File: src/rtl/lock_code_sender.sv
// Serial code transmitter for the digital-lock FSM: sends a parallel code MSB-first,
// frame-aligned to the lock, and reports its response. Optional lockout: `define LOCKOUT_EN.
`timescale 1ns/1ps
module lock_code_sender #(
    parameter int CODE_W         = 4,
    parameter int MAX_TRIES      = 3,
    parameter int LOCKOUT_FRAMES = 8
) (
    input  logic              Clk,
    input  logic              Reset_n,
    input  logic              start,
    input  logic [CODE_W-1:0] code,
    output logic              B,
    input  logic              correct,
    input  logic              incorrect,
    output logic              busy,
    output logic              done,
    output logic              granted,
    output logic              denied,
    output logic              no_resp,
    output logic              locked_out
);

    localparam int PH_W = $clog2(CODE_W + 1);
    localparam logic [PH_W-1:0] LAST_PH = PH_W'(CODE_W);
    localparam logic [PH_W-1:0] LAST_BIT_PH = PH_W'(CODE_W - 1);

    typedef enum logic [2:0] {S_IDLE, S_WAIT, S_SEND, S_CHECK, S_LOCKOUT} state_t;

    state_t            r_state, w_state_next;
    logic [PH_W-1:0]   r_phase;
    logic [CODE_W-1:0] r_shift;
    logic              r_b, r_done, r_granted, r_denied, r_no_resp;

    logic              w_frame_end, w_latch, w_shift_en, w_check_end;
    logic              w_grant, w_no_resp;
    logic [CODE_W-1:0] w_src;

    assign w_frame_end = (r_phase == LAST_PH);
    assign w_check_end = (r_state == S_CHECK) && w_frame_end;
    assign w_grant     = correct & ~incorrect;
    assign w_no_resp   = ~correct & ~incorrect;
    // From IDLE the first bit comes straight off the input; otherwise from the latched copy.
    assign w_src       = (r_state == S_IDLE) ? code : r_shift;

`ifdef LOCKOUT_EN
    localparam int FAIL_W = $clog2(MAX_TRIES + 1);
    localparam int LOCK_W = $clog2(LOCKOUT_FRAMES + 1);

    logic [FAIL_W-1:0] r_fail;
    logic [LOCK_W-1:0] r_lock_cnt;
    logic              w_lock_exit;

    assign w_lock_exit = (r_state == S_LOCKOUT) && w_frame_end
                         && (r_lock_cnt == LOCK_W'(LOCKOUT_FRAMES - 1));

    always_ff @(posedge Clk or negedge Reset_n) begin
        if (!Reset_n) begin
            r_fail     <= '0;
            r_lock_cnt <= '0;
        end else begin
            if (w_check_end) begin
                if (w_grant)
                    r_fail <= '0;
                else if (r_fail != FAIL_W'(MAX_TRIES))
                    r_fail <= r_fail + 1'b1;
            end else if (w_lock_exit) begin
                r_fail <= '0;
            end
            if (r_state != S_LOCKOUT || w_lock_exit)
                r_lock_cnt <= '0;
            else if (w_frame_end)
                r_lock_cnt <= r_lock_cnt + 1'b1;
        end
    end

    assign locked_out = (r_state == S_LOCKOUT);
`else
    logic w_unused_cfg;
    assign w_unused_cfg = ^{32'(MAX_TRIES), 32'(LOCKOUT_FRAMES)};
    assign locked_out   = 1'b0;
`endif

    // NOTE: state registers use non-blocking (<=) so every flop samples pre-edge values.
    always_ff @(posedge Clk or negedge Reset_n) begin
        if (!Reset_n) r_state <= S_IDLE;
        else          r_state <= w_state_next;
    end

    // NOTE: every combinational output gets a default first, so no path infers a latch.
    always_comb begin
        w_state_next = r_state;
        w_latch      = 1'b0;
        w_shift_en   = 1'b0;
        case (r_state)
            S_IDLE: begin
                if (start) begin
                    if (w_frame_end) begin
                        w_state_next = S_SEND;
                        w_shift_en   = 1'b1;
                    end else begin
                        w_state_next = S_WAIT;
                        w_latch      = 1'b1;
                    end
                end
            end
            S_WAIT: begin
                if (w_frame_end) begin
                    w_state_next = S_SEND;
                    w_shift_en   = 1'b1;
                end
            end
            S_SEND: begin
                if (r_phase == LAST_BIT_PH)
                    w_state_next = S_CHECK;
                else
                    w_shift_en   = 1'b1;
            end
            S_CHECK: begin
                if (w_frame_end) begin
                    w_state_next = S_IDLE;
`ifdef LOCKOUT_EN
                    if (!w_grant && r_fail == FAIL_W'(MAX_TRIES - 1))
                        w_state_next = S_LOCKOUT;
`endif
                end
            end
            S_LOCKOUT: begin
`ifdef LOCKOUT_EN
                if (w_lock_exit) w_state_next = S_IDLE;
`else
                w_state_next = S_IDLE;
`endif
            end
            default: w_state_next = S_IDLE;
        endcase
    end

    always_ff @(posedge Clk or negedge Reset_n) begin
        if (!Reset_n) begin
            r_phase   <= '0;
            r_shift   <= '0;
            r_b       <= 1'b0;
            r_done    <= 1'b0;
            r_granted <= 1'b0;
            r_denied  <= 1'b0;
            r_no_resp <= 1'b0;
        end else begin
            r_phase <= w_frame_end ? '0 : r_phase + 1'b1;
            if (w_latch)
                r_shift <= code;
            else if (w_shift_en)
                r_shift <= {w_src[CODE_W-2:0], 1'b0};
            r_b       <= w_shift_en ? w_src[CODE_W-1] : 1'b0;
            r_done    <= w_check_end;
            r_granted <= w_check_end & w_grant;
            r_denied  <= w_check_end & ~w_grant;
            r_no_resp <= w_check_end & w_no_resp;
        end
    end

    assign B       = r_b;
    assign busy    = (r_state == S_WAIT) || (r_state == S_SEND) || (r_state == S_CHECK);
    assign done    = r_done;
    assign granted = r_granted;
    assign denied  = r_denied;
    assign no_resp = r_no_resp;

endmodule

File: config.mk
export PLATFORM = sky130hd
export DESIGN_NAME = lock_code_sender
export DESIGN_NICKNAME = d
export VERILOG_FILES = /design/src/rtl/lock_code_sender.sv
export SDC_FILE = /design/constraint.sdc
export NUM_CORES = 1
export LEC_CHECK = 0
export CAP_MARGIN = 25
export CORE_MARGIN = 2
export CORE_UTILIZATION = 53
export CTS_CLUSTER_SIZE = 20
export DETAILED_ROUTE_END_ITERATION = 16
export GPL_TIMING_DRIVEN = 1
export HOLD_SLACK_MARGIN = 0.12
export PLACE_DENSITY = 0.8
export SLEW_MARGIN = 40
export SYNTH_ARGS = -nofsm -noshare
export SYNTH_HDL_FRONTEND = slang
export SYNTH_SLANG_ARGS = --single-unit
export TNS_END_PERCENT = 20
File: constraint.sdc
create_clock -name Clk -period 3.99 [get_ports Clk]
set_clock_uncertainty 0.15 [all_clocks]
set_input_delay 0.5985 -clock Clk [delete_from_list [all_inputs] [get_ports Clk]]
set_output_delay 0.5985 -clock Clk [all_outputs]
set_load 0.005 [all_outputs]
==> results of run 1 <==
==> kinds of logic (layout without fill, tap and decap cells) <==
kind of cell,count (synthesis),count (layout),share of synthesized area (%)
DFF,14,14,42.9
and+or+nand+nor,18,18,11.2
other,1,1,0.459
adders and majority gates,8,8,12.3
muxes,8,8,9.95
buffers and inverters,16,30,9.95
AOI/OAI and AO/OA,14,14,13.3
==> routing by layer <==
metal	vias to the layer above	global-route usage [%]	share of wire, %
li1	284	-	-
met1	280	21.0	43
met2	13	31.3	53
met3	2	4.68	3.5
met4	0	10.9	0.98
met5	-	0	0
==> power by group <==
group          internal [mW]  switching (mW)  leakage [nW]
logic                  0.136           0.158         0.290
clock network         0.0349          0.0426        0.0138
registers              0.174          0.0151         0.182
==> critical path: stages, from the launching register on <==
cell and delay, ns:
sky130_fd_sc_hd__dfrtp_1 0.40, sky130_fd_sc_hd__inv_1 0.11, sky130_fd_sc_hd__ha_1 0.21, sky130_fd_sc_hd__inv_1 0.05, sky130_fd_sc_hd__clkdlybuf4s50_1 0.48
==> sequential cells by signal (all words and copies together), names as in the netlist <==
name / flops
B: 1
denied: 1
done: 1
granted: 1
no_resp: 1
r_phase: 3
r_shift: 4
r_state: 2
==> cell usage after synthesis, drive strengths merged <==
cell type and n:
a311oi 1, nand2 5, dfrtp 14, a22o 1, a211o 1, nand2b 1
buf 3, mux2 1, nor2 6, o21ai 3, inv 13, and3 1
mux2i 7, and2 2, nand3 1, nor3 2, o32a 1, ha 8
a21oi 4, o21a 1, conb 1, o22ai 2
==> layout make-up <==
class / count / area share (%)
Clock buffer: 3 / 2.33
Multi-Input combinational cell: 49 / 39.8
Sequential cell: 14 / 36.2
Timing Repair Buffer: 14 / 14.5
Tap cell: 16 / 2.07
Inverter: 13 / 5.05
==> final timing paths <==
path	start	slack (ns)	endpoint	cells after the start
max	r_state[0]	1.72	busy	4
min	r_phase[0]	0.32	r_phase[0]	1
max reg2reg	r_state[1]	2.02	r_shift[0]	6
min reg2reg	r_phase[0]	0.32	r_phase[0]	1
max in group asynchronous	Reset_n	2.76	r_state[1]	1
min in group asynchronous	Reset_n	0.55	no_resp	1
==> through the flow <==
stage	std cells	util (%)
finish	109	65.7
CTS	109	65.7
detailed placement	106	64.2
global placement	106	64.2
floorplan	79	-
global route	109	65.7
==> results by group, run 1 <==
Status
  – Outcome: complete, no violations

Clocking
  – Number of buffers created by CTS: 3
  – Latest clock arrival within the worst-skew pair: 0.27 ns
  – Clock sink total: 14
  – CTS tree: built
  – Hold bufs inserted after CTS: 0
  – CTS root buffer: sky130_fd_sc_hd__clkbuf_4
  – Bufs on Longest Clock Path: 2
  – Resized Gates After CTS: 0
  – Clock edge transition at the registers on the reported setup and hold paths: 0.08 ns
  – H-tree lvl count: 1
  – Post-CTS setup repair buffer count: 0

Placement
  – Final weighted congestion in routability-driven placement: approximately 0.84
  – Buffers added on ports: 14
  – HPWL reported at the end of detailed placement: ~1100 um
  – Setup WS pre-CTS: ~1.9 ns
  – DP Area: 945 um2

Timing
  – Worst Slack Setup Final: 1.72 ns
  – Period utilization: 56.8%
  – Setup TNS: 0 ns
  – Unrepaired setup endpoints after global routing: no
  – Worst rel slew slack: 60.5%
  – Worst-margin pin slew: 0.590 ns
  – Worst hold margin: 0.324 ns
  – Final Max Tran Viols: 0
  – Setup violation total in the final timing report: 0
  – Post-layout minimum cycle time: around 2.3 ns
  – Highest clock frequency the design can meet: about 440 MHz
  – Fin. Hold Viols: 0

Final layout
  – Most frequent cells in the layout: 14 x sky130_fd_sc_hd__dfrtp_1, 14 x sky130_fd_sc_hd__clkdlybuf4s50_1, 13 x sky130_fd_sc_hd__inv_1, 8 x sky130_fd_sc_hd__ha_1, 7 x sky130_fd_sc_hd__mux2i_1
  – Cell area after layout: 967 um2
  – Nets@finish: between 100 and 150
  – N_diodes: 0
  – Filler cell count in the final layout: approximately 120
  – Sequential cell area: 350 um2
  – Layout cell share with drive strength beyond 1: between 7 and 8%
  – Area growth, synth to finish: 18.4%
  – Multi-input gate area in the final layout: 385 um2

Drt
  – Post-DR vias/cell: 5.31
  – 1st-pass router iterations: 5
  – Number of vias after detailed routing: slightly below 600
  – Sum of routed wire length over all layers: ~1400 um
  – DRT antenna net count: 0
  – Average wire per cell in the routed design: 13.1 um
  – Residual DRC count: 0
  – Number of DRC violations after detailed-routing iteration 0: 11

Logic synthesis
  – Sequential cell area fraction in the yosys report: 42.9%
  – Ranking of synthesized cells by area: sky130_fd_sc_hd__dfrtp_1 43%, sky130_fd_sc_hd__ha_1 12%, sky130_fd_sc_hd__mux2i_1 8.6%
  – Yosys cell types: 26
  – Register bit count reported by yosys: 14
  – Most area-hungry cell type in the Yosys netlist: sky130_fd_sc_hd__dfrtp_1
  – Cell count after synthesis: 79
  – Post-synth net total: 96
  – Average size of a mapped cell: 10.3 um2
  – Yosys synthesis warning count: 0
  – Area fraction of the dominant cell type after synthesis: 42.9%
  – Mapped cell area: 817 um2

Floorplan
  – Effective utilization at floorplan: 55.5%
  – Number of ports placed on the die boundary: 16
  – Die Span X: 43.3 um
  – Die Height: between 40 and 50 um
  – Floorplan core area: ~1500 um2
  – Die Outline Area: 1870 um2
  – Std-Cell Rows: 14

Global routing
  – GR Overflow Total: 0
  – Initial antenna violation count: 0
  – Maximum number of pins on one net before global-route repair: 15
  – Wire length of the first global-routing pass: roughly 2500 um
  – Via count of the first global-routing pass: about 600
  – Overall routing resource usage: around a fifth

Power and ir drop
  – Power density normalized to cell area: 580 nW/um2
  – Final Total Pwr: around 0.56 mW
  – Maximum ir drop on the vdd rail: 0.306 mV
  – Leakage power summed over all cells: ~0.49 nW

Hold path
  – Worst hold path type: reg2reg

Setup path
  – Worst EP required: 3.24 ns
  – Critical path capture point type: output port
  – Launching element type of the critical path: register
  – Critical path data arrival time: 1.52 ns
  – Critical path type: reg2out
  – Largest fanout on the critical path: 4

Run
  – MaxCap Viol Count: 0
No activity file was read; power rests on OpenSTA's default activity.
==> run 2, diff against run 1 <==
- CORE_ASPECT_RATIO: default -> 1.25
- CORE_UTILIZATION: 53 -> 44
- PLACE_DENSITY: 0.8 -> 0.7
- clock period: 3.99 -> 1.85 ns (I/O delays scaled with it)
==> run 2 against run 1 <==
Clock power rose to 2.8 times the previous value. Critical endpoint is now r_shift[3]. Final cell count up 7.3%. Sequential power increased by 110%. Design area grew 5.0%. Critical path type is now reg2reg. Via count is 1.9% higher.
==> results by group, run 2 (synthesis results as in run 1) <==
Status
  – Outcome: complete, no violations (unchanged)

Timing
  – Fin. Hold Viols: 0 (unchanged)
  – Period utilization: 96.5%
  – Highest clock frequency the design can meet: about 560 MHz
  – Worst hold margin: 0.151 ns (was 0.324 ns)
  – Setup TNS: 0 ns (unchanged)
  – Worst Slack Setup Final: 0.0649 ns (was 1.72 ns)
  – Final Max Tran Viols: 0 (unchanged)
  – Unrepaired setup endpoints after global routing: yes (was no)
  – Post-layout minimum cycle time: 1.79 ns
  – Setup violation total in the final timing report: 0 (unchanged)

Setup path
  – Worst R2R Setup Slack: 0.06 ns (was 2.02 ns)
  – CP startpoint: r_phase[0] (was r_state[0])
  – Worst Reg-to-Reg Cells: 6 (unchanged)
  – Capture point of the critical path: r_shift[3] (was busy)
  – Largest fanout on the critical path: 8 (was 4)
  – Critical path type: reg2reg (was reg2out)
  – Endpoint of the lowest-slack register-to-register path: r_shift[3] (was r_shift[0])
  – Worst EP required: 1.91 ns (was 3.24 ns)
  – Reg2reg start: r_phase[0] (was r_state[1])
  – Launching element type of the critical path: register (unchanged)
  – Critical path data arrival time: 1.84 ns (was 1.52 ns)
  – Critical path capture point type: register (was output port)

Clocking
  – Clock sink total: 14 (unchanged)
  – Number of buffers created by CTS: 3 (unchanged)
  – Hold bufs inserted after CTS: 0 (unchanged)
  – Clock edge transition at the registers on the reported setup and hold paths: 0.09 ns (was 0.08 ns)
  – Latest clock arrival within the worst-skew pair: 0.28 ns (was 0.27 ns)
  – Bufs on Longest Clock Path: 2 (unchanged)
  – CTS tree: built (unchanged)
  – H-tree lvl count: 1 (unchanged)
  – CTS root buffer: sky130_fd_sc_hd__clkbuf_4 (unchanged)

Floorplan
  – Effective utilization at floorplan: 46.3% (was 55.5%)
  – Floorplan core area: 1770 um2 (was 1470 um2)
  – Die Height: 52.2 um (was 43.3 um)
  – Number of ports placed on the die boundary: 16 (unchanged)
  – Die Span X: 42.5 um (was 43.3 um)
  – Std-Cell Rows: 17 (was 14)
  – Die Outline Area: 2220 um2 (was 1870 um2)

Drt
  – Sum of routed wire length over all layers: 1380 um (was 1420 um)
  – Post-DR vias/cell: 5.04 (was 5.31)
  – Residual DRC count: 0 (unchanged)
  – 1st-pass router iterations: 4 (was 5)
  – Number of DRC violations after detailed-routing iteration 0: 9 (was 11)
  – Average wire per cell in the routed design: 11.8 um (was 13.1 um)
  – Number of vias after detailed routing: 590 (was 579)
  – DRT antenna net count: 0 (unchanged)

Final layout
  – Layout cell share with drive strength beyond 1: 15.3% (was 7.53%)
  – N_diodes: 0 (unchanged)
  – Most common library cell in the layout ignoring fill and taps: sky130_fd_sc_hd__dfrtp_1
  – Register ranked first by flip-flop count: r_shift (unchanged)
  – Filler cell count in the final layout: 161 (was 122)
  – Nets@finish: 116 (was 112)
  – Area growth, synth to finish: 24.3% (was 18.4%)
  – Cell area after layout: 1020 um2 (was 967 um2)
  – Most frequent cells in the layout: 14 x sky130_fd_sc_hd__dfrtp_1, 13 x sky130_fd_sc_hd__clkdlybuf4s50_1, 11 x sky130_fd_sc_hd__inv_1, 7 x sky130_fd_sc_hd__mux2i_1, 7 x sky130_fd_sc_hd__ha_1 (was 14 x sky130_fd_sc_hd__dfrtp_1, 14 x sky130_fd_sc_hd__clkdlybuf4s50_1, 13 x sky130_fd_sc_hd__inv_1, 8 x sky130_fd_sc_hd__ha_1, 7 x sky130_fd_sc_hd__mux2i_1)
  – Largest registers: r_shift x4, r_phase x3, r_state x2 (unchanged)
  – Number of flip-flops in the largest register: 4 (unchanged)

Global routing
  – GR Overflow Total: 0 (unchanged)
  – Initial antenna violation count: 0 (unchanged)
  – Maximum number of pins on one net before global-route repair: 15 (unchanged)
  – Overall routing resource usage: 15.8% (was 18.6%)
  – Via count of the first global-routing pass: 646 (was 589)
  – Wire length of the first global-routing pass: 2640 um (was 2490 um)

Hold path
  – Worst hold path type: in2async (was reg2reg)

Placement
  – Setup WS pre-CTS: 0.0492 ns (was 1.87 ns)
  – Final weighted congestion in routability-driven placement: 0.864 (was 0.842)
  – DP Area: 963 um2 (was 945 um2)
  – HPWL reported at the end of detailed placement: 1040 um (was 1120 um)
  – Buffers added on ports: 14 (unchanged)

Power and ir drop
  – Maximum ir drop on the vdd rail: 0.620 mV (was 0.306 mV)
  – Leakage power summed over all cells: 0.511 nW (was 0.486 nW)
  – Power density normalized to cell area: 1290 nW/um2 (was 580 nW/um2)
  – Final Total Pwr: 1.31 mW (was 0.561 mW)

Run
  – MaxCap Viol Count: 0 (unchanged)
## run 2: per-layer routing
metal / share of wire [%] / global-route usage, % / vias up / routed length (um)
li1: - / - / 295 / -
met1: 44 / 19.5 / 280 / 614
met2: 50 / 25.1 / 13 / 690
met3: 4.6 / 2.76 / 2 / 63
met4: 1.2 / 10.4 / 0 / 16
met5: 0 / 0 / - / 0
## run 2: worst min-delay path by stage
stage                             to  slack, ns
after floorplan                    B      -0.17
after global placement    r_phase[0]       0.31
after detailed placement  r_phase[0]       0.32
after CTS                          B       0.15
after global routing               B       0.17
final                        no_resp       0.15
## run 2: area by class of cell
cell class	count	area, um2	area share [%]
multi-input combinational	49	388	38.2
sequential	14	350	34.5
timing repair buffer	18	169	16.6
inverter	13	48.8	4.80
clock buffer	4	36.3	3.57
tap	19	23.8	2.34
## run 2: report_power, final
part	total, mW	internal (mW)	switching, mW
clock network	0.218	0.120	0.0985
logic	0.687	0.329	0.358
registers	0.403	0.375	0.0280
total	1.31	0.823	0.485
## run 2: per-stage QoR
| stage | utilization (%) | std cells |
|---|---|---|
| after global routing | 57.5 | 117 |
| final | 57.5 | 117 |
| after detailed placement | 54.6 | 111 |
| after CTS | 57.4 | 117 |
| after floorplan | - | 79 |
| after global placement | 54.6 | 111 |
## run 2: worst max-delay path, stage by stage (launching register included)
cell	delay, ns
sky130_fd_sc_hd__dfrtp_1	0.41
sky130_fd_sc_hd__inv_1	0.07
sky130_fd_sc_hd__ha_2	0.17
sky130_fd_sc_hd__and2_4	0.21
sky130_fd_sc_hd__nor2_4	0.07
sky130_fd_sc_hd__a311oi_4	0.40
sky130_fd_sc_hd__mux2i_1	0.23
## run 2: timing repair
action | CTS | global route
pin swaps | 0 | 2
buffers inserted | 2 | 0
gates resized for setup | 3 | 2
endpoints found under the setup margin | 1 | 5
